[src/rtl/stopwatch_controller.sv]
// Stopwatch control: debounced buttons, IDLE/RUN/PAUSE/LAP sequencing, count-enable prescaler.
// In: i_clk, i_reset, i_start_stop, i_lap, i_clear. Out: o_tick, o_clear, o_lap_capture, o_display_hold, o_running, o_state.
module stopwatch_controller #(
  parameter int unsigned CLK_HZ          = 50_000_000,
  parameter int unsigned TICK_HZ         = 10,
  parameter int unsigned DEBOUNCE_CYCLES = 1_000_000
) (
  input  logic       i_clk,
  input  logic       i_reset,
  input  logic       i_start_stop,
  input  logic       i_lap,
  input  logic       i_clear,
  output logic       o_tick,
  output logic       o_clear,
  output logic       o_lap_capture,
  output logic       o_display_hold,
  output logic       o_running,
  output logic [1:0] o_state
);

  localparam int unsigned DIV = CLK_HZ / TICK_HZ;
  localparam int unsigned PW  = (DIV > 1) ? $clog2(DIV) : 1;
  localparam int unsigned DW  = $clog2(DEBOUNCE_CYCLES + 1);

  localparam logic [PW-1:0] PRE_MAX = PW'(DIV - 1);
  localparam logic [DW-1:0] DB_MAX  = DW'(DEBOUNCE_CYCLES - 1);

  typedef enum logic [1:0] {
    IDLE  = 2'b00,
    RUN   = 2'b01,
    PAUSE = 2'b10,
    LAP   = 2'b11
  } state_t;

  // bit 0 start/stop, bit 1 lap, bit 2 clear
  logic [2:0]    w_raw;
  logic [2:0]    r_sync1;
  logic [2:0]    r_sync2;
  logic [2:0]    r_deb;
  logic [2:0]    r_deb_d;
  logic [2:0]    r_press;
  logic [DW-1:0] r_db_cnt [3];

  assign w_raw = {i_clear, i_lap, i_start_stop};

  always_ff @(posedge i_clk or posedge i_reset) begin
    if (i_reset) begin
      r_sync1 <= '0;
      r_sync2 <= '0;
      r_deb   <= '0;
      r_deb_d <= '0;
      r_press <= '0;
      for (int i = 0; i < 3; i++) r_db_cnt[i] <= '0;
    end else begin
      r_sync1 <= w_raw;
      r_sync2 <= r_sync1;
      r_deb_d <= r_deb;
      r_press <= r_deb & ~r_deb_d;
      for (int i = 0; i < 3; i++) begin
        if (r_sync2[i] == r_deb[i]) begin
          r_db_cnt[i] <= '0;
        end else if (r_db_cnt[i] == DB_MAX) begin
          // this is the DEBOUNCE_CYCLES-th differing cycle
          r_deb[i]    <= r_sync2[i];
          r_db_cnt[i] <= '0;
        end else begin
          r_db_cnt[i] <= r_db_cnt[i] + DW'(1);
        end
      end
    end
  end

  logic w_p_ss;
  logic w_p_lap;
  logic w_p_clr;

  assign w_p_ss  = r_press[0];
  assign w_p_lap = r_press[1];
  assign w_p_clr = r_press[2];

  state_t        r_state;
  state_t        w_next;
  logic          w_clr;
  logic          w_cap;
  logic [PW-1:0] r_pre;

  // highest-priority press valid in the current state wins
  always_comb begin
    w_next = r_state;
    w_clr  = 1'b0;
    w_cap  = 1'b0;
    unique case (r_state)
      IDLE: begin
        if (w_p_clr)     w_clr  = 1'b1;
        else if (w_p_ss) w_next = RUN;
      end
      RUN: begin
        if (w_p_ss) begin
          w_next = PAUSE;
        end else if (w_p_lap) begin
          w_next = LAP;
          w_cap  = 1'b1;
        end
      end
      LAP: begin
        if (w_p_clr)      w_next = RUN;
        else if (w_p_ss)  w_next = PAUSE;
        else if (w_p_lap) w_cap  = 1'b1;
      end
      PAUSE: begin
        if (w_p_clr) begin
          w_next = IDLE;
          w_clr  = 1'b1;
        end else if (w_p_ss) begin
          w_next = RUN;
        end
      end
      default: w_next = IDLE;
    endcase
  end

  logic w_run_cur;
  logic w_run_nxt;
  logic w_wrap;

  assign w_run_cur = (r_state == RUN) || (r_state == LAP);
  assign w_run_nxt = (w_next == RUN) || (w_next == LAP);
  assign w_wrap    = (r_pre == PRE_MAX);

  always_ff @(posedge i_clk or posedge i_reset) begin
    if (i_reset) begin
      r_state        <= IDLE;
      r_pre          <= '0;
      o_tick         <= 1'b0;
      o_clear        <= 1'b0;
      o_lap_capture  <= 1'b0;
      o_display_hold <= 1'b0;
      o_running      <= 1'b0;
    end else begin
      r_state        <= w_next;
      o_clear        <= w_clr;
      o_lap_capture  <= w_cap;
      o_display_hold <= (w_next == LAP);
      o_running      <= w_run_nxt;
      // a tick due on the cycle we stop is withheld until resume
      o_tick         <= w_run_cur && w_run_nxt && w_wrap;
      if ((r_state == IDLE) || (w_next == IDLE)) begin
        r_pre <= '0;
      end else if (w_run_cur && !(w_wrap && !w_run_nxt)) begin
        r_pre <= w_wrap ? '0 : r_pre + PW'(1);
      end
    end
  end

  assign o_state = r_state;

endmodule

[config.mk]
export PLATFORM = sky130hd
export DESIGN_NAME = stopwatch_controller
export DESIGN_NICKNAME = d
export VERILOG_FILES = /design/src/rtl/stopwatch_controller.sv
export SDC_FILE = /design/constraint.sdc
export NUM_CORES = 1
export LEC_CHECK = 0
export ABC_AREA = 1
export CAP_MARGIN = 30
export CORE_UTILIZATION = 67
export DETAILED_ROUTE_END_ITERATION = 8
export PLACE_DENSITY = 0.84
export SYNTH_ARGS = -nofsm -noshare
export SYNTH_HDL_FRONTEND = slang
export SYNTH_SLANG_ARGS = --single-unit
export TNS_END_PERCENT = 20
[constraint.sdc]
create_clock -name i_clk -period 5.85 [get_ports i_clk]
set_input_delay 1.4625 -clock i_clk [delete_from_list [all_inputs] [get_ports i_clk]]
set_output_delay 1.4625 -clock i_clk [all_outputs]
set_load 0.01 [all_outputs]
==> metrics.cfg <==
[placed_design]
post-dp-hpwl_mm=7.47
io_buffers=11
place_inst=788
place_congestion=0.907
placed_area_um2=5570

[synth]
ys_seq_elements=104
yosysSeqAreaShare_pct=48.4
syn_nets=690
ys_top_cells_by_count=nor2_1 (139), nand2_1 (138), dfrtp_1 (104)
yosysMostFrequentCell=nor2_1
synth.largest_area_cell=dfrtp_1
ys_types=30
synth.avg_cell_area_um2=7.90
synthCells=681
synth_warnings=0
netlist.area_leader.share_pct=48.4
yosys-top-cells-area=dfrtp_1 (48%), nor2_1 (9.7%), nand2_1 (9.6%)
synth_edf_count=0
async_reset_ff_share_pct=100
synth-main-ff-cell=dfrtp_1
netlist_area_um2=5380

[timing]
max_freq_ghz=0.335
finalHoldViolations=0
finalSetupViolCount=0
drv_slew=0
min_period_ns=2.99
fin_skew_ns=0.00808
fin_tns_setup_ns=0
fin_crit_sh_pct=51.1
tightest_slew_ns=0.788
rsz0062_at_grt=false
slew_headroom_pct=47.5

[clock_network]
root_buffer=clkbuf_8
cts_sinks=104
cts_tree=yes
path_clk_slew_ns=0.09
hold_buffers=0
cts_resized=0
cts_setup_buffers=0
cts.path.max_buffers=2
insertion_delay_ns=0.37
numCtsBuffers=9
h-tree-depth=3

[pwr]
clkPwrFrac_pct=34.1
pwr-share-seq_pct=62.7
peakVddDrop_v=0.000155
p_per_area_nw_per_um2=203
p_int_mw=0.899
p_sw_mw=0.266
swShare_pct=22.8
cellLeakagePower_nw=2.50
combPwrFrac_pct=3.2

[route]
drc_errors=0
via_per_inst=5.44
wirelength_mm=10.3
top_layer=met4
ant_nets=0
met3RoutedLength_um=420
wl_per_cell_um=12.8
first_iter_violations=228
num_vias=4362
drt-met1-wl_mm=4.78
wl_met2_mm=4.90
dr.pass1.iters=5

[floorplan]
die_h_um=91.6
dieWidth_um=91.6
dieArea_um2=8390
rows=32
start_util_pct=69.6
fp.coreArea_um2=7730
io_pins=12

[run]
maxCapViolCount=0

[global_routing]
track_usage_pct=26.9
grt_start_max_net_pins=67
grt_pass1_wl_mm=18.0
antenna_found_initial=0
grt_overflow=0
grt_pass1_vias=4161

[cells_and_area]
seqCellArea_um2=2600
antenna_cells=0
multi_input_area_um2=2400
nets=706
drive_gt1_share_pct=6.00
fillers=588
stdcell_count=802
design_area_um2=5730
area_delta_synth_final_pct=6.58

[critical_path]
crit_fanout=8
worst_path_largest_cell_delay_ns=0.61
crit_path_end_kind=output pin
worstPathCellList=clkdlybuf4s50_1
cp_top_family=buffers and inverters
crit_type=reg -> out
cp.required_ns=4.39
cp.arrival_ns=1.53
cp-start-kind=flop
slowest_stage=clkdlybuf4s50_1
path_buf_inv=1

[min_path]
hp-class=reg -> reg

[status]
status=finished, final reports clean

==> power groups by stage <==
stage	Clock [mW]	Sequential [mW]	Combinational, mW
floorplan	0	0.743	0.0271
CTS	0.408	0.730	0.0387
global placement	0	0.744	0.0372
finish	0.397	0.730	0.0378
detailed placement	0	0.744	0.0389
global route	0.433	0.731	0.0441
==> through the flow <==
step	worst slack (ns)	total power, mW	hold WS, ns	utilization (%)
after detailed placement	2.79	0.783	0.338	72.0
final	2.86	1.16	0.357	74.2
after CTS	2.84	1.18	0.364	74.2
after global placement	2.82	0.781	0.335	72.0
after floorplan	1.66	0.770	0.331	-
after global routing	2.81	1.21	0.367	74.2
==> cell families after synthesis <==
kind of cell | Yosys count | share of synthesized area [%]
compound gates | 45 | 5.37
xor+xnor | 40 | 6.51
fa+ha+maj | 4 | 0.930
buf+inv | 91 | 7.00
flops | 104 | 48.4
simple gates | 397 | 31.8
==> layer usage <==
metal | GRT usage (%) | vias up
met5 | 0 | -
met4 | 9.13 | 0
met3 | 5.89 | 14
met2 | 43.8 | 97
met1 | 36.0 | 2063
li1 | - | 2188
==> registers in the layout (all words and copies together), names as in the netlist, 2 cells and up <==
name,cells
r_db_cnt,60
r_pre,23
r_deb,3
r_deb_d,3
r_press,3
r_sync1,3
r_sync2,3
o_state,2
==> worst paths after layout <==
kind,from,end,slack [ns],cells past startpoint
setup / recovery,o_state[0]$_DFF_PP0_,o_running,2.86,1
hold / removal,r_sync1[1]$_DFF_PP0_,r_sync2[1]$_DFF_PP0_,0.36,0
setup reg to reg,r_pre[1]$_DFFE_PP0P_,r_pre[6]$_DFFE_PP0P_,3.77,10
hold reg to reg,r_sync1[1]$_DFF_PP0_,r_sync2[1]$_DFF_PP0_,0.36,0
max in group asynchronous,i_reset,r_db_cnt[2]$_DFF_PP0_,3.28,3
min in group asynchronous,i_reset,r_deb_d[0]$_DFF_PP0_,1.61,2
==> placed cells by master, fill, tap and decap left out, types with 5 or more instances in the layout <==
cell type and n:
inv_1 82, o21ai_2 6, nand2_1 138, nand4_1 15, nand3_1 56, clkdlybuf4s50_1 11, nor2_2 5, clkbuf_8 10
xor2_1 32, dfrtp_1 104, a21oi_1 15, nor2_1 139, xnor2_1 8, o21ai_0 10, nor3_1 33
==> layout make-up <==
| type | instances | share of cell area, % |
|---|---|---|
| Clock buffer | 10 | 2.40 |
| Clock inverter | 4 | 0.524 |
| Inverter | 84 | 5.54 |
| Multi-Input combinational cell | 486 | 41.9 |
| Sequential cell | 104 | 45.4 |
| Tap cell | 102 | 2.23 |
| Timing Repair Buffer | 12 | 2.05 |
Power figures use the tool's default switching activity.
